File: src/rtl/serial_add_ctrl.sv
// serial_add_ctrl -- bit-serial adder controller.
//
// A single full_add cell is reused for every bit of a WIDTH-bit addition.
// On an accepted start the operands and carry-in are latched. One bit pair
// is then fed per cycle, LSB first, and each sum bit is shifted into the
// result register from the MSB side.
//
// Ports:
//   clk    in   system clock, rising edge
//   rst_n  in   synchronous active-low reset
//   start  in   begin an addition (accepted in IDLE or DONE only)
//   op_a   in   [WIDTH-1:0] operand A
//   op_b   in   [WIDTH-1:0] operand B
//   cin    in   carry-in
//   sub    in   subtract select (only when SERIAL_ADD_SUB_EN is defined)
//   busy   out  high while the addition runs
//   done   out  one-cycle pulse when sum/cout are valid
//   sum    out  [WIDTH-1:0] result, held until the next accepted start
//   cout   out  final carry-out (for subtraction: 1 = no borrow)
//
// Build option: define SERIAL_ADD_SUB_EN to add the sub port and subtraction.

module full_add (
    input  logic a,
    input  logic b,
    input  logic c,
    output logic sum,
    output logic carry
);
    assign sum   = a ^ b ^ c;
    assign carry = (a & b) | (c & (a ^ b));
endmodule

module serial_add_ctrl #(
    parameter int unsigned WIDTH = 8
) (
    input  logic             clk,
    input  logic             rst_n,
    input  logic             start,
    input  logic [WIDTH-1:0] op_a,
    input  logic [WIDTH-1:0] op_b,
    input  logic             cin,
`ifdef SERIAL_ADD_SUB_EN
    input  logic             sub,
`endif
    output logic             busy,
    output logic             done,
    output logic [WIDTH-1:0] sum,
    output logic             cout
);
    localparam int unsigned CW = $clog2(WIDTH);
    localparam logic [CW-1:0] LAST = CW'(WIDTH - 1);

    typedef enum logic [1:0] {
        S_IDLE,
        S_RUN,
        S_DONE
    } state_t;

    state_t           r_state;
    state_t           w_next;
    logic [CW-1:0]    r_cnt;
    logic [WIDTH-1:0] r_a;
    logic [WIDTH-1:0] r_b;
    logic             r_carry;
    logic [WIDTH-1:0] r_sum;
    logic             r_cout;

    logic             w_accept;
    logic             w_last;
    logic             w_fa_sum;
    logic             w_fa_carry;
    logic [WIDTH-1:0] w_b_load;
    logic             w_c_load;

    full_add u_fa (
        .a     (r_a[0]),
        .b     (r_b[0]),
        .c     (r_carry),
        .sum   (w_fa_sum),
        .carry (w_fa_carry)
    );

    // Subtraction is A + ~B + 1; the carry-in is forced to 1 and cin ignored.
`ifdef SERIAL_ADD_SUB_EN
    assign w_b_load = sub ? ~op_b : op_b;
    assign w_c_load = sub ? 1'b1  : cin;
`else
    assign w_b_load = op_b;
    assign w_c_load = cin;
`endif

    assign w_accept = start && (r_state == S_IDLE || r_state == S_DONE);
    assign w_last   = (r_cnt == LAST);

    always_ff @(posedge clk) begin
        if (!rst_n) begin
            r_state <= S_IDLE;
        end else begin
            r_state <= w_next;
        end
    end

    always_comb begin
        w_next = r_state;
        busy   = 1'b0;
        done   = 1'b0;
        unique case (r_state)
            S_IDLE: begin
                if (start) w_next = S_RUN;
            end
            S_RUN: begin
                busy = 1'b1;
                if (w_last) w_next = S_DONE;
            end
            S_DONE: begin
                done   = 1'b1;
                w_next = start ? S_RUN : S_IDLE;
            end
            default: w_next = S_IDLE;
        endcase
    end

    always_ff @(posedge clk) begin
        if (!rst_n) begin
            r_cnt   <= '0;
            r_a     <= '0;
            r_b     <= '0;
            r_carry <= 1'b0;
            r_sum   <= '0;
            r_cout  <= 1'b0;
        end else if (w_accept) begin
            r_cnt   <= '0;
            r_a     <= op_a;
            r_b     <= w_b_load;
            r_carry <= w_c_load;
        end else if (r_state == S_RUN) begin
            r_carry <= w_fa_carry;
            r_sum   <= {w_fa_sum, r_sum[WIDTH-1:1]};
            r_a     <= {1'b0, r_a[WIDTH-1:1]};
            r_b     <= {1'b0, r_b[WIDTH-1:1]};
            r_cnt   <= r_cnt + 1'b1;
            if (w_last) r_cout <= w_fa_carry;
        end
    end

    assign sum  = r_sum;
    assign cout = r_cout;

endmodule

File: config.mk
export PLATFORM = sky130hd
export DESIGN_NAME = serial_add_ctrl
export DESIGN_NICKNAME = d
export VERILOG_FILES = /design/src/rtl/serial_add_ctrl.sv
export SDC_FILE = /design/constraint.sdc
export NUM_CORES = 1
export LEC_CHECK = 0
export ABC_AREA = 1
export BUFFER_PORTS_ARGS = -buffer_cell sky130_fd_sc_hd__buf_2
export CORE_MARGIN = 2
export CORE_UTILIZATION = 40
export CTS_BUF_LIST = sky130_fd_sc_hd__clkbuf_8
export DETAILED_ROUTE_END_ITERATION = 16
export HOLD_SLACK_MARGIN = 0.06
export PLACE_DENSITY = 0.71
export SYNTH_ARGS = -nofsm -noshare
export SYNTH_HDL_FRONTEND = slang
export SYNTH_SLANG_ARGS = --single-unit
File: constraint.sdc
create_clock -name clk -period 3.3 [get_ports clk]
set_input_delay 0.33 -clock clk [delete_from_list [all_inputs] [get_ports clk]]
set_output_delay 0.33 -clock clk [all_outputs]
set_load 0.03 [all_outputs]
==> flow_metrics.tcl, run 1 <==
set metrics [dict create \
    run_status "completed" \
    worstPathRequired_ps 2970 \
    number_of_antenna_violations_at_the_first_check_in_global_routing 0 \
    slew_headroom_pct 72.1 \
    syn_inst 202 \
    final.fill_count 357 \
    power.density_nw_per_um2 562 \
    worstSkewPairLatency_ps 290 \
    grt_setup_unrepaired "false" \
    ys_warn_count 0 \
    area.growth.synth_to_final_pct 17.5 \
    post_layout_nonfiller_instances 277 \
    floorplan.die.height_um 63.9 \
    hold_path_depth 3 \
    worst_setup_hold_path_clk_slew_ps 70 \
    timing.max_cap.violations 0 \
    cts_htree_levels 2 \
    dr_wl_cell_um 9.76 \
    syn-cell-area_um2 1440 \
    vdd.ir_drop.worst_v 0.000306 \
    drc 0 \
    regToRegSetupSlack_ps 1870 \
    synth_cell_types 20 \
    postSynthRegisterBits 31 \
    dr.pass1.iters 4 \
    dpl.hpwl_mm 1.84 \
    routed_wirelength_mm 2.70 \
    worstRegToRegCells 7 \
    tritoncts "yes" \
    cp-end-kind "output pin" \
    dieArea_um2 4090 \
    cts_hold_buf 0 \
    routed_via_density 4.58 \
    globalRoute.totalOverflow 0 \
    dieWidth_um 63.9 \
    cts-root-buf "clkbuf_8" \
    synth.yosys.seq_area_share_pct 43.2 \
    max_freq_ghz 0.524 \
    drv_slew 0 \
    finalClockSkew_ps 5.91 \
    fin_total_pwr_mw 0.948 \
    timing.hold.ws_ps 268 \
    worst_ep_arrival_time_ps 1580 \
    placeable_core_region_um2 3390 \
    drt_iter0_drc 54 \
    hold_end "r_b[7]" \
    most_common_cell_after_layout_fill_and_taps_aside "nor2_1" \
    antenna-diode-count 0 \
    post-route-period-util_pct 57.8 \
    timing.hold.worst.class "input pin to flop" \
    worstSetupStartpointType "flop" \
    top_level_ports 31 \
    starting_utilization_of_the_core_area_pct 42.4 \
    post-cts-setup-buffer-count 0 \
    worst_slew_pin_slew_ps 419 \
    critical_path_class "flop to output pin" \
    critical_path_peak_fanout 30 \
    cts-root-to-sink-buffers 2 \
    power.static_leakage_nw 0.873 \
    groute.usage.overall_pct 14.5 \
    crit_reg_reg_startpoint "r_state[0]" \
    buffer_ports.inserted 30 \
    finalInstanceArea_um2 1690 \
    cts_inserted_buffers 5 \
    layout_setup_ws_ps 1390 \
    postCtsResizedCells 0 \
    min_from "op_b[7]" \
    total_placed_cells_including_tap_cells 269 \
    timing.rr.end "r_b[3]" \
    place_area_um2 1570 \
    final.setup.tns_ps 0 \
    finalHoldViolCount 0 \
    layout.core_utilization_pct 49.8 \
    grt_pass1_vias 1031 \
    mostFrequentLayoutCells "nor2_1 (39), nand2_1 (37), dfxtp_1 (31)" \
    global_route_wire_length_before_repair_mm 4.50 \
    period_needed_ps 1910 \
    pin_count_of_the_biggest_net_entering_global_routing 31 \
    tritoncts_num_sinks 31 \
    dpl_worst_slack_ps 1730 \
    antenna_violating_nets_post_route 0 \
    std_cell_rows 21 \
    mappedNetlistNets 225 \
    post_synth.cell_area_avg_um2 7.11 \
    design.final.nets 253 \
    setup_violations 0 \
    placer_congestion 0.748 \
    dr_total_vias 1270 \
    final_layout_size_suffix_gt1_share_pct 21.2 \
]
logic make-up after synthesis:
family                   Yosys count  synth area share, %
buffers and inverters             40                 13.6
adder cells (fa/ha/maj)            3                 3.14
AND/OR/NAND/NOR                  101                 30.1
XOR/XNOR                           1                0.610
flip-flops                        31                 43.2
AO/OA/AOI/OAI                     26                 9.32
per-layer routing:
layer	up-vias	track usage (%)	wire length [um]
li1	676	-	-
met1	556	17.8	1320
met2	33	21.6	1160
met3	5	6.87	179
met4	0	6.52	49
met5	-	0	0
synthesized netlist by cell type:
cell,instances,area [um2]
a21oi_1,9,45.0
a21oi_2,1,8.76
buf_2,2,10.0
buf_4,2,15.0
buf_6,4,45.0
clkbuf_1,1,3.75
dfxtp_1,31,621
fa_1,1,20.0
ha_1,2,25.0
inv_1,27,101
inv_2,2,7.51
inv_4,2,12.5
nand2_1,37,139
nand2_2,3,18.8
nand2_4,2,22.5
nand3_1,19,95.1
nor2_1,39,146
nor2_4,1,11.3
o21ai_0,16,80.1
xor2_1,1,8.76
state kept, by name, indices dropped and copies added, names as in the netlist:
signal and count:
cout 1, r_a 8, r_b 8, r_carry 1, r_cnt 3, r_state 2
sum 8
power breakdown:
group	total (mW)	switching, mW	internal [mW]
clock network	0.385	0.141	0.244
registers	0.423	0.0191	0.404
logic	0.140	0.0915	0.0483
how the worst max path moves through the flow:
| stage | from | end | slack (ps) | cells after the start |
|---|---|---|---|---|
| 5_1_grt | r_state[0] | busy | 1300 | 3 |
| 3_5_place_dp | r_state[0] | busy | 1730 | 3 |
| 3_3_place_gp | r_state[0] | busy | 1750 | 3 |
| 4_1_cts | r_state[0] | busy | 1390 | 3 |
| 6_report | r_state[0] | busy | 1390 | 3 |
| 2_1_floorplan | r_state[0] | done | 2130 | 2 |
worst max-delay path, cell delays in order (launching register included):
cell and delay [ps]:
dfxtp_1 580, nand2_4 280, inv_4 210, buf_2 220
cell type report:
cell class / count / area (um2) / share of cell area [%]
Timing Repair Buffer: 30 / 150 / 8.90
Inverter: 31 / 121 / 7.19
Sequential cell: 31 / 621 / 36.8
Tap cell: 46 / 57.6 / 3.41
Multi-Input combinational cell: 131 / 621 / 36.8
Clock buffer: 6 / 82.6 / 4.89
Clock inverter: 2 / 35.0 / 2.08
No activity file was read; power rests on OpenSTA's default activity.
==> inputs of run 2 (changes only) <==
clock period = 2 ns   (was 3.3 ns; I/O delays follow)
==> run 2 against run 1 <==
Utilization shrank 1.3 points. Clock power is 13% higher. Setup slack got worse by 1200 ps. Clock skew is 2.8 ps lower. Largest power group unchanged. Sequential power up 65%. Combinational power is 66% higher. Highest routed layer unchanged. Via count down 2.2%. Critical endpoint unchanged. Final cell count fell by 0.72%. Final area down 2.7%. Total power grew 44%. Critical path depth stayed put.
==> flow_metrics.tcl, run 2 (synthesized netlist as in run 1, its figures left out) <==
set metrics [dict create \
    cts_inserted_buffers 5 \
    place_area_um2 1570 \
    post-route-period-util_pct 88.1 \
    tritoncts "yes" \
    dieWidth_um 63.9 \
    worst_setup_hold_path_clk_slew_ps 60 \
    std_cell_rows 21 \
    global_route_wire_length_before_repair_mm 4.69 \
    net-switching-power_mw 0.393 \
    dr.pass1.iters 4 \
    worstSetupStartpointType "flop" \
    setup_violations 0 \
    cp-end-kind "output pin" \
    max_freq_ghz 0.567 \
    power.share.combinational_pct 17.0 \
    cp_cell_sequence "nand2_4, inv_4, buf_2" \
    floorplan.die.height_um 63.9 \
    run_status "completed" \
    cts_htree_levels 2 \
    cts_hold_buf 0 \
    placer_congestion 0.746 \
    layout.core_utilization_pct 48.5 \
    cts-root-to-sink-buffers 2 \
    pin_count_of_the_biggest_net_entering_global_routing 31 \
    switching_share_pct 28.8 \
    dr_total_vias 1242 \
    grt_pass1_vias 1093 \
    grt_setup_unrepaired "false" \
    number_of_antenna_violations_at_the_first_check_in_global_routing 0 \
    drc 0 \
    final_layout_size_suffix_gt1_share_pct 20.1 \
    finalClockSkew_ps 3.14 \
    layout_setup_ws_ps 237 \
    drt_iter0_drc 50 \
    mostFrequentLayoutCells "nor2_1 (39), nand2_1 (37), dfxtp_1 (31)" \
    period_needed_ps 1760 \
    critical_path_class "flop to output pin" \
    crit_path_max_incr_delay_ps 560 \
    dpl.hpwl_mm 1.80 \
    final.setup.tns_ps 0 \
    postCtsResizedCells 0 \
    share_clk_of_total_power_pct 31.9 \
    tritoncts_num_sinks 31 \
    final.fill_count 356 \
    antenna-diode-count 0 \
    vdd.ir_drop.worst_v 0.000466 \
    worst_slew_pin_slew_ps 394 \
    post-cts-setup-buffer-count 0 \
    starting_utilization_of_the_core_area_pct 42.4 \
    globalRoute.totalOverflow 0 \
    groute.usage.overall_pct 14.9 \
    area_occupied_by_multi_input_gates_um2 621 \
    cts-root-buf "clkbuf_8" \
    worst_ep_arrival_time_ps 1560 \
    routed_via_density 4.52 \
    buffer_ports.inserted 30 \
    timing.max_cap.violations 0 \
    critical-path-slowest-cell "dfxtp_1" \
    most_common_cell_after_layout_fill_and_taps_aside "nor2_1" \
    seqCellArea_um2 621 \
    antenna_violating_nets_post_route 0 \
    top_level_ports 31 \
    p_seq_share_pct 51.1 \
    finalHoldViolCount 0 \
    dieArea_um2 4090 \
    slew_headroom_pct 73.7 \
    worstSkewPairLatency_ps 280 \
    power.static_leakage_nw 0.853 \
    dpl_worst_slack_ps 546 \
    drv_slew 0 \
    timing.hold.worst.class "input pin to flop" \
    design.final.nets 253 \
    placeable_core_region_um2 3390 \
    critical_path_peak_fanout 30 \
    power.density_nw_per_um2 831 \
    total_internal_power_mw 0.973 \
    area.growth.synth_to_final_pct 14.4 \
    dr_wl_cell_um 9.81 \
    routed_wirelength_mm 2.70 \
    worstPathRequired_ps 1800 \
    finalInstanceArea_um2 1640 \
]
## run 2: cell types whose count changed in the layout (fill, tap and decap cells not counted), sizes merged
| cell | change |
|---|---|
| bufinv | -1 |
| inv | +1 |
| clkbuf | -1 |
| clkinv | -1 |
## run 2: path summary, 6_finish.rpt
path | startpoint | slack [ps] | to | cells past startpoint
setup / recovery | r_state[0] | 240 | busy | 3
hold / removal | op_b[7] | 140 | r_b[7] | 3
setup reg to reg | r_state[0] | 590 | r_a[4] | 7
hold reg to reg | cout | 480 | cout | 2
## run 2: stage by stage
step                      cells  total power [mW]  hold slack [ps]
after global placement      269             0.940              424
after global routing        275              1.45              177
final                       275              1.37              142
after detailed placement    269             0.944              426
after CTS                   275              1.38              138
after floorplan             202             0.898              335
## run 2: layer usage
metal  global-route usage (%)  part of all wire [%]
met3                     4.23                   5.7
met5                        0                     0
met2                     22.3                    44
met4                     9.78                   2.7
met1                     18.5                    48
## run 2: power by group through the flow
stage | sequential [mW] | clock [mW] | combinational (mW)
finish | 0.698 | 0.436 | 0.232
global route | 0.705 | 0.475 | 0.268
CTS | 0.698 | 0.448 | 0.234
detailed placement | 0.712 | 0 | 0.233
global placement | 0.711 | 0 | 0.229
floorplan | 0.730 | 0 | 0.168
## run 2: area by class of cell
class,instances,area share (%)
clock buffers,5,4.19
repair buffers,30,9.14
clock inverters,1,0.228
inverters,31,7.39
multi-input cells,131,37.8
flip-flops and latches,31,37.8
well taps,46,3.50
## run 2: worst max-delay path, delay by kind of cell (launching register included)
| family | cells | cell delay [ps] |
|---|---|---|
| flops | 1 | 560 |
| buf+inv | 2 | 430 |
| simple gates | 1 | 290 |
==> inputs of run 3 (changes only) <==
PLACE_DENSITY = 0.72   (was 0.71)
==> run 3 against run 2 <==
Final area rose by 2.7%. Non-clock buffer count did not move. Worst hold slack barely moved. Die area did not move. Utilization rose by 1.3 points. Sequential power barely moved. Setup slack improved by 7.9 ps. Critical path type unchanged. Highest routed layer unchanged.
==> flow_metrics.tcl, run 3 (synthesized netlist as in run 1, its figures left out) <==
set metrics [dict create \
    tritoncts "yes" \
    number_of_antenna_violations_at_the_first_check_in_global_routing 0 \
    dieArea_um2 4090 \
    timing.max_cap.violations 0 \
    gr-usage-met1_pct 18.1 \
    placer_congestion 0.742 \
    final.setup.tns_ps 0 \
    placeable_core_region_um2 3390 \
    power.static_leakage_nw 0.873 \
    grt_pass1_vias 1127 \
    design.final.nets 253 \
    buffer_ports.inserted 30 \
    critical_path_class "flop to output pin" \
    max_freq_ghz 0.570 \
    setup.worst_path.start "r_state[0]" \
    timing.rr.end "r_b[5]" \
    hold_end "r_b[7]" \
    cts_inserted_buffers 5 \
    regToRegSetupSlack_ps 600 \
    dr_wl_cell_um 9.57 \
    starting_utilization_of_the_core_area_pct 42.4 \
    worstSkewPairLatency_ps 290 \
    power.density_nw_per_um2 926 \
    critical_path_peak_fanout 30 \
    finalHoldViolCount 0 \
    hold_path_depth 3 \
    most_common_cell_after_layout_fill_and_taps_aside "nor2_1" \
    cts-root-to-sink-buffers 2 \
    area.growth.synth_to_final_pct 17.5 \
    postCtsResizedCells 0 \
    mostFrequentLayoutCells "nor2_1 (39), nand2_1 (37), dfxtp_1 (31)" \
    drc 0 \
    grt_busiest_layer "met2" \
    pin_count_of_the_biggest_net_entering_global_routing 31 \
    slew_headroom_pct 72.8 \
    vdd.ir_drop.worst_v 0.000393 \
    worstRegToRegCells 7 \
    dr.pass1.iters 4 \
    grt_setup_unrepaired "false" \
    cts_hold_buf 0 \
    worst_slew_pin_slew_ps 407 \
    floorplan.die.height_um 63.9 \
    cp-end-kind "output pin" \
    routed_via_density 4.48 \
    crit_reg_reg_startpoint "r_state[0]" \
    total_placed_cells_including_tap_cells 269 \
    post_layout_nonfiller_instances 277 \
    drv_slew 0 \
    min_from "op_b[7]" \
    timing.hold.worst.class "input pin to flop" \
    global_route_wire_length_before_repair_mm 4.69 \
    top_level_ports 31 \
    antenna-diode-count 0 \
    routed_wirelength_mm 2.65 \
    period_needed_ps 1750 \
    worst_ep_arrival_time_ps 1550 \
    global_route.usage.met3_pct 5.99 \
    worstPathRequired_ps 1800 \
    post-route-period-util_pct 87.7 \
    dr_total_vias 1241 \
    finalClockSkew_ps 7.60 \
    final_layout_size_suffix_gt1_share_pct 21.2 \
    cts-root-buf "clkbuf_8" \
    tritoncts_num_sinks 31 \
    fin_total_pwr_mw 1.56 \
    std_cell_rows 21 \
    cts_htree_levels 2 \
    groute.usage.overall_pct 14.9 \
    worst_setup_hold_path_clk_slew_ps 60 \
    dpl.hpwl_mm 1.83 \
    gr-usage-met2_pct 22.3 \
    post-cts-setup-buffer-count 0 \
    globalRoute.totalOverflow 0 \
    run_status "completed" \
    setup_violations 0 \
    antenna_violating_nets_post_route 0 \
    dieWidth_um 63.9 \
    drt_iter0_drc 41 \
    worstSetupStartpointType "flop" \
]
-- run 3: changes by cell type in the layout (fill, tap and decap cells not counted) --
cell | before | now
bufinv_16 | 0 | 1
clkbuf_8 | 5 | 6
clkinv_2 | 0 | 1
inv_1 | 28 | 27
-- run 3: worst max-delay path by stage --
stage / end / depth (start not counted)
after floorplan: r_carry / 5
after global placement: busy / 3
after detailed placement: busy / 3
after CTS: busy / 3
after global routing: busy / 3
final: busy / 3
-- run 3: area by class of cell --
type	count	area, um2
tap	46	57.6
sequential	31	621
clock buffer	6	82.6
inverter	31	121
multi-input combinational	131	621
timing repair buffer	30	150
fill	351	1700
clock inverter	2	35.0
-- run 3: per-stage QoR --
stage	utilization, %	area (um2)	hold WS, ps	worst slack (ps)
6_report	49.8	1690	142	245
5_1_grt	49.8	1690	152	181
4_1_cts	49.8	1690	140	236
3_5_place_dp	46.3	1570	435	544
3_3_place_gp	46.3	1570	422	576
2_1_floorplan	-	1440	335	929
-- run 3: routing by layer --
layer / share of wire (%) / vias to the layer above / wire, um
li1: - / 676 / -
met1: 50 / 534 / 1320
met2: 42 / 25 / 1110
met3: 6.3 / 6 / 166
met4: 2.2 / 0 / 58
met5: 0 / - / 0
-- run 3: critical path, cell delays in order, from the launching register on --
cell	delay (ps)
dfxtp_1	570
nand2_4	280
inv_4	200
buf_2	220
-- run 3: power by group --
| part | internal [mW] | leakage (nW) | switching, mW |
|---|---|---|---|
| Clock | 0.403 | 0.0612 | 0.233 |
| Sequential | 0.667 | 0.255 | 0.0316 |
| Combinational | 0.0798 | 0.556 | 0.150 |
